**config.mk**
```make
export PLATFORM = sky130hd
export DESIGN_NAME = sobel_stream_ctrl
export DESIGN_NICKNAME = d
export VERILOG_FILES = /design/src/rtl/sobel_stream_ctrl.sv
export SDC_FILE = /design/constraint.sdc
export NUM_CORES = 1
export LEC_CHECK = 0
export CORE_UTILIZATION = 55
export DETAILED_ROUTE_END_ITERATION = 12
export GPL_ROUTABILITY_DRIVEN = 1
export PLACE_DENSITY = 0.88
export SKIP_LAST_GASP = 1
export SLEW_MARGIN = 5
export SYNTH_ARGS = -nofsm -noshare
export SYNTH_HDL_FRONTEND = slang
export SYNTH_SLANG_ARGS = --single-unit
```
**constraint.sdc**
```tcl
create_clock -name clk -period 3.6 [get_ports clk]
set_clock_uncertainty 0.2 [all_clocks]
set_input_delay 0.54 -clock clk [delete_from_list [all_inputs] [get_ports clk]]
set_output_delay 0.54 -clock clk [all_outputs]
set_load 0.01 [all_outputs]
```
**src/rtl/sobel_stream_ctrl.sv**
```systemverilog
// sobel_stream_ctrl
//   Sequences an external Sobel filter over one frame at a time. Pixels are
//   accepted on a valid/ready stream and each accepted pixel drives a single
//   filter enable. The first DISCARD filter results of a frame are dropped
//   because the line delays are still filling. At frame end the controller
//   pushes DISCARD zero pixels to flush the delays. Border pixels are forced
//   to 0. Results are queued in a small output FIFO. Enables are only issued
//   while the FIFO has room for every kept result still in flight, so
//   downstream backpressure never loses a sample.
//
// Ports
//   clk, rst            clock, synchronous active-high reset
//   start               one-cycle pulse, begins a frame when idle
//   s_data/s_valid/
//   s_ready             input pixel stream (pixel value in [7:0])
//   filt_en/filt_din    filter enable and filter stream_input
//   filt_dout           filter stream_output, valid FILT_LAT edges after filt_en
//   m_data/m_valid/
//   m_ready/m_last      output gradient stream, m_last on the final pixel
//   busy                frame in progress
//   frame_done          one-cycle pulse after the m_last handshake
module sobel_stream_ctrl #(
  parameter int PIX_PER_LINE = 695,
  parameter int LINES        = 512,
  parameter int FILT_LAT     = 2,
  parameter int FIFO_DEPTH   = 4,
  parameter int DATA_W       = 32
) (
  input  logic              clk,
  input  logic              rst,
  input  logic              start,
  input  logic [DATA_W-1:0] s_data,
  input  logic              s_valid,
  output logic              s_ready,
  output logic              filt_en,
  output logic [DATA_W-1:0] filt_din,
  input  logic [DATA_W-1:0] filt_dout,
  output logic [DATA_W-1:0] m_data,
  output logic              m_valid,
  input  logic              m_ready,
  output logic              m_last,
  output logic              busy,
  output logic              frame_done
);

  localparam int TOTAL   = PIX_PER_LINE * LINES;
  localparam int DISCARD = PIX_PER_LINE + 2;
  localparam int EN_W    = $clog2(TOTAL + DISCARD + 1);
  localparam int OUT_W   = $clog2(TOTAL + 1);
  localparam int COL_W   = $clog2(PIX_PER_LINE + 1);
  localparam int ROW_W   = $clog2(LINES + 1);
  localparam int PTR_W   = $clog2(FIFO_DEPTH);
  localparam int CNT_W   = PTR_W + 1;
  localparam int SUM_W   = $clog2(FIFO_DEPTH + FILT_LAT + 1);

  localparam logic [EN_W-1:0]  EN_TOTAL   = EN_W'(TOTAL);
  localparam logic [EN_W-1:0]  EN_DISCARD = EN_W'(DISCARD);
  localparam logic [EN_W-1:0]  EN_END     = EN_W'(TOTAL + DISCARD);
  localparam logic [OUT_W-1:0] OUT_LAST   = OUT_W'(TOTAL - 1);
  localparam logic [COL_W-1:0] COL_LAST   = COL_W'(PIX_PER_LINE - 1);
  localparam logic [ROW_W-1:0] ROW_LAST   = ROW_W'(LINES - 1);
  localparam logic [CNT_W-1:0] CNT_FULL   = CNT_W'(FIFO_DEPTH);
  localparam logic [SUM_W-1:0] SUM_DEPTH  = SUM_W'(FIFO_DEPTH);

  typedef enum logic [1:0] {IDLE, RUN, FLUSH, DRAIN} state_t;

  state_t               state_q, state_d;
  logic [EN_W-1:0]      en_cnt_q, en_cnt_d;
  logic [OUT_W-1:0]     out_cnt_q, out_cnt_d;
  logic [ROW_W-1:0]     row_q, row_d;
  logic [COL_W-1:0]     col_q, col_d;
  logic                 frame_done_q, frame_done_d;
  logic [FILT_LAT-1:0]  vld_p_q, vld_p_d, keep_p_q, keep_p_d;
  logic [PTR_W-1:0]     wr_ptr_q, wr_ptr_d, rd_ptr_q, rd_ptr_d;
  logic [CNT_W-1:0]     fifo_cnt_q, fifo_cnt_d;
  logic [DATA_W-1:0]    mem_data [FIFO_DEPTH];
  logic [FIFO_DEPTH-1:0] mem_last;
  logic [SUM_W-1:0]     inflight;
  logic                 credit_ok, push, pop;

  function automatic logic [DATA_W-1:0] border_mask(
    input logic [DATA_W-1:0] d,
    input logic [ROW_W-1:0]  r,
    input logic [COL_W-1:0]  c
  );
    if (r == '0 || r == ROW_LAST || c == '0 || c == COL_LAST) return '0;
    return d;
  endfunction

  // Credit: FIFO occupancy plus kept results still inside the filter
  always_comb begin
    inflight = '0;
    for (int i = 0; i < FILT_LAT; i++) begin
      inflight = inflight + SUM_W'(vld_p_q[i] & keep_p_q[i]);
    end
    credit_ok = (SUM_W'(fifo_cnt_q) + inflight) < SUM_DEPTH;
  end

  // Control FSM, enable generation, output and raster counters
  always_comb begin
    state_d      = state_q;
    en_cnt_d     = en_cnt_q;
    out_cnt_d    = out_cnt_q;
    row_d        = row_q;
    col_d        = col_q;
    frame_done_d = 1'b0;
    s_ready      = 1'b0;
    filt_en      = 1'b0;
    filt_din     = '0;

    if (pop) out_cnt_d = out_cnt_q + OUT_W'(1);

    if (push) begin
      if (col_q == COL_LAST) begin
        col_d = '0;
        row_d = (row_q == ROW_LAST) ? '0 : row_q + ROW_W'(1);
      end else begin
        col_d = col_q + COL_W'(1);
      end
    end

    unique case (state_q)
      IDLE: begin
        if (start) begin
          state_d   = RUN;
          en_cnt_d  = '0;
          out_cnt_d = '0;
          row_d     = '0;
          col_d     = '0;
        end
      end
      RUN: begin
        s_ready = credit_ok && (en_cnt_q < EN_TOTAL);
        if (s_valid && s_ready) begin
          filt_en  = 1'b1;
          filt_din = s_data;
          en_cnt_d = en_cnt_q + EN_W'(1);
          if (en_cnt_d == EN_TOTAL) state_d = FLUSH;
        end
      end
      FLUSH: begin
        if (credit_ok) begin
          filt_en  = 1'b1;
          en_cnt_d = en_cnt_q + EN_W'(1);
          if (en_cnt_d == EN_END) state_d = DRAIN;
        end
      end
      DRAIN: begin
        if (pop && out_cnt_q == OUT_LAST) begin
          state_d      = IDLE;
          frame_done_d = 1'b1;
        end
      end
      default: state_d = IDLE;
    endcase
  end

  // Tracker stage p0 captures the enable; stage p(FILT_LAT-1) lines up with filt_dout
  always_comb begin
    vld_p_d     = vld_p_q;
    keep_p_d    = keep_p_q;
    vld_p_d[0]  = filt_en;
    keep_p_d[0] = filt_en && (en_cnt_q >= EN_DISCARD);
    for (int i = 1; i < FILT_LAT; i++) begin
      vld_p_d[i]  = vld_p_q[i-1];
      keep_p_d[i] = keep_p_q[i-1];
    end
  end

  assign push = vld_p_q[FILT_LAT-1] & keep_p_q[FILT_LAT-1];

  // Output FIFO, first-word fall-through
  assign m_valid = (fifo_cnt_q != '0);
  assign m_data  = m_valid ? mem_data[rd_ptr_q] : '0;
  assign m_last  = m_valid & mem_last[rd_ptr_q];
  assign pop     = m_valid & m_ready;

  always_comb begin
    wr_ptr_d   = push ? wr_ptr_q + PTR_W'(1) : wr_ptr_q;
    rd_ptr_d   = pop ? rd_ptr_q + PTR_W'(1) : rd_ptr_q;
    fifo_cnt_d = fifo_cnt_q + CNT_W'(push) - CNT_W'(pop);
  end

  always_ff @(posedge clk) begin
    if (push) begin
      mem_data[wr_ptr_q] <= border_mask(filt_dout, row_q, col_q);
      mem_last[wr_ptr_q] <= (row_q == ROW_LAST) && (col_q == COL_LAST);
    end
  end

  always_ff @(posedge clk) begin
    if (rst) begin
      state_q      <= IDLE;
      en_cnt_q     <= '0;
      out_cnt_q    <= '0;
      row_q        <= '0;
      col_q        <= '0;
      frame_done_q <= 1'b0;
      vld_p_q      <= '0;
      keep_p_q     <= '0;
      wr_ptr_q     <= '0;
      rd_ptr_q     <= '0;
      fifo_cnt_q   <= '0;
    end else begin
      state_q      <= state_d;
      en_cnt_q     <= en_cnt_d;
      out_cnt_q    <= out_cnt_d;
      row_q        <= row_d;
      col_q        <= col_d;
      frame_done_q <= frame_done_d;
      vld_p_q      <= vld_p_d;
      keep_p_q     <= keep_p_d;
      wr_ptr_q     <= wr_ptr_d;
      rd_ptr_q     <= rd_ptr_d;
      fifo_cnt_q   <= fifo_cnt_d;
    end
  end

  assign busy       = (state_q != IDLE);
  assign frame_done = frame_done_q;

  fifo_no_overflow: assert property (@(posedge clk) disable iff (rst)
    !(push && fifo_cnt_q == CNT_FULL));

endmodule

```
==> qor.yml, run 1 <==
synth:
  yosysTopAreaCell: "edfxtp_1"
  synth_ff_type: "edfxtp_1"
  synth_compound_area_share_pct: 5.43
  postSynthCellCount: 811
  muxShareOfSynthArea_pct: 8.23
  syn_area_per_cell_um2: 11.9
  synthAdderAreaFrac_pct: 2.80
  synthTopCellsByCount: "132 x edfxtp_1, 74 x dfxtp_1, 69 x nor2_1, 45 x and3_1, 43 x and2_1"
  synth_xor_xnor_area_share_pct: 3.99
  synth_top_area_share_pct: 41.1
  synth_top_family_by_area: "simple AND/OR/NAND/NOR gates"
  syn_area_um2: 9650
  synth-simple-area-share_pct: 19.9
  syn_nets: 901
  synth_cell_types: 63
  yosysWarningCount: 0
  synthArstFlopShare_pct: 0
  synth-seq-area-share_pct: 56.4
  synth-edff-count: 132
  yosys-top-cells-area: "edfxtp_1 41%, dfxtp_1 15%, mux4_2 7.7%, and3_1 2.9%, and2_1 2.8%"
  synth.most_common_cell: "edfxtp_1"
  ys_ff_latch: 206
clock_tree:
  cts_hold_buffers: 0
  clk_latency_ns: 0.49
  cts.path.max_buffers: 3
  numCtsBuffers: 21
  cts_tree: "done"
  cts.sinks: 206
  htreeDepth: 1
  clkTransAtPathRegs_ns: 0.06
  ctsRootBufferMaster: "clkbuf_16"
layout:
  nets: 1027
  fin_area_um2: 12000
  n_antenna_cell: 0
  syn2layout_area_growth_pct: 24.2
  final_util_pct: 69.5
  drive_above_1_share_pct: 10.5
  instances_no_fill: 1175
drt:
  ant_nets: 0
  vias: 6739
  wire_per_inst_um: 17.4
  remaining_drc_errors: 0
  vias_per_cell: 5.74
  first_iter_violations: 504
  dr.pass1.iters: 5
  wirelength_um: 20500
run:
  cap_violations: 0
setup_path:
  cp_max_fo: 32
  path_class: "flip-flop to primary output"
  cp-end-kind: "primary output"
  crit_arrival_ns: 2.78
  cp.required_ns: 2.86
  start_kind: "flip-flop"
place:
  gp_congestion: 0.908
  portBuffers: 138
  preCtsSetupSlack_ns: 0.381
  numPlacedInstances: 1138
  dpl.hpwl_um: 13100
  postPlaceCellArea_um2: 11300
sta:
  tightest_slew_ns: 1.11
  tns_ns: 0
  fmax_ghz: 0.284
  fin_crit_ns: 3.52
  finalHoldViolations: 0
  period_share_pct: 97.7
  fin_ws_ns: 0.0811
  drv_slew: 0
  setup_viol: 0
  relSlewSlack_pct: 26.2
die:
  die_area_um2: 18100
  num_rows: 48
  core_um2: 17200
  dieWidth_um: 134
  io_pins: 139
  die_h_um: 134
  initial_core_util_pct: 56.0
global_route:
  grt_overflow: 0
  grt_use_total_pct: 22.8
  grt_start_max_net_pins: 37
  antenna_found_initial: 0
  grt_pass1_vias: 6630
  grt_first_pass_wirelength_um: 32900
worst_hold_path:
  min_path_type: "flip-flop to flip-flop"
pwr:
  leakage_uw: 0.00415
  power.density_nw_per_um2: 580
  ir_drop_v: 0.000430
status:
  status: "complete, no violations"
stage by stage:
step	hold slack (ns)	total power, uW
final	0.265	6950
after global routing	0.282	7240
after CTS	0.265	6970
after detailed placement	0.250	4850
after global placement	0.253	4800
after floorplan	0.229	3920
repair_timing:
| item | CTS | global route |
|---|---|---|
| resized for setup | 4 | 6 |
| pin swaps | 0 | 1 |
| buffers inserted | 0 | 1 |
| setup endpoints to repair | 33 | 33 |
cell usage in the layout (no fill, tap or decap), types with 5 or more instances in the layout:
cell | synthesis | routed
a21o_1 | 6 | 6
a21oi_1 | 29 | 29
and2_1 | 43 | 43
and3_1 | 45 | 45
and4_1 | 5 | 5
buf_4 | 3 | 10
clkbuf_16 | 0 | 21
clkdlybuf4s50_1 | 0 | 138
dfxtp_1 | 74 | 73
edfxtp_1 | 132 | 132
ha_1 | 20 | 20
inv_1 | 22 | 22
mux4_2 | 33 | 33
nand2_1 | 40 | 40
nand2b_1 | 8 | 8
nand3_1 | 26 | 26
nand4_1 | 18 | 18
nor2_1 | 69 | 69
nor2b_1 | 38 | 38
nor3_1 | 15 | 12
nor4_1 | 7 | 7
o21ai_0 | 18 | 18
or3_1 | 16 | 16
xnor2_1 | 18 | 18
xor2_1 | 26 | 26
state kept, by name (all words and copies together), names as in the netlist, 3 cells and up, named ones only:
signal / flops
row_q: 10
mem_last: 4
en_cnt_q: 19
out_cnt_q: 19
fifo_cnt_q: 3
mem_data: 128
col_q: 10
cells by family after synthesis:
| family | Yosys count |
|---|---|
| simple gates | 347 |
| flops | 206 |
| compound gates | 82 |
| buf+inv | 73 |
| xor+xnor | 44 |
| mux | 38 |
| fa+ha+maj | 21 |
cell type report:
| type | count | area (um2) |
|---|---|---|
| Sequential cell | 206 | 5450 |
| Fill cell | 1157 | 5260 |
| Multi-Input combinational cell | 532 | 3950 |
| Timing Repair Buffer | 153 | 1550 |
| Clock buffer | 25 | 561 |
| Tap cell | 225 | 282 |
| Clock inverter | 11 | 109 |
| Inverter | 23 | 86.3 |
routing by layer:
| layer | vias up | track usage [%] | part of all wire (%) |
|---|---|---|---|
| met1 | 3255 | 30.0 | 42 |
| met5 | - | 0 | 0 |
| met4 | 0 | 5.24 | 1.5 |
| met3 | 30 | 3.40 | 6.0 |
| met2 | 250 | 39.7 | 50 |
| li1 | 3204 | - | - |
critical path: stages (launching register included):
cell	delay, ns
dfxtp_1	0.30
and2_1	0.16
ha_1	0.31
a31oi_4	0.24
nor3_4	0.09
nor3_4	0.24
buf_8	0.21
and3_1	0.18
clkdlybuf4s50_1	0.54
power breakdown:
| part | internal, uW | total (uW) | switching [uW] |
|---|---|---|---|
| Clock | 1250 | 2120 | 861 |
| Combinational | 1130 | 2190 | 1060 |
| Sequential | 2540 | 2640 | 104 |
path summary, 6_finish.rpt:
| kind | end | slack [ns] | startpoint | cells after the start |
|---|---|---|---|---|
| worst max register to register | mem_data[1][23] | 0.53 | col_q[0] | 7 |
| worst min-delay path | vld_p_q[1] | 0.27 | vld_p_q[0] | 1 |
| worst max-delay path | filt_din[30] | 0.08 | vld_p_q[0] | 8 |
| worst min register to register | vld_p_q[1] | 0.27 | vld_p_q[0] | 1 |
Note: power is estimated with default switching activity, not from simulation.
==> inputs of run 2 (changes only) <==
--- a/config.mk
+++ b/config.mk
@@ -8,6 +8,7 @@
 export CORE_UTILIZATION = 55
 export DETAILED_ROUTE_END_ITERATION = 12
 export GPL_ROUTABILITY_DRIVEN = 1
+export HOLD_SLACK_MARGIN = 0.12
 export PLACE_DENSITY = 0.88
 export SKIP_LAST_GASP = 1
 export SLEW_MARGIN = 5
==> results of run 2 <==
The final DEF is identical to that of run 1; final timing and power are the same.
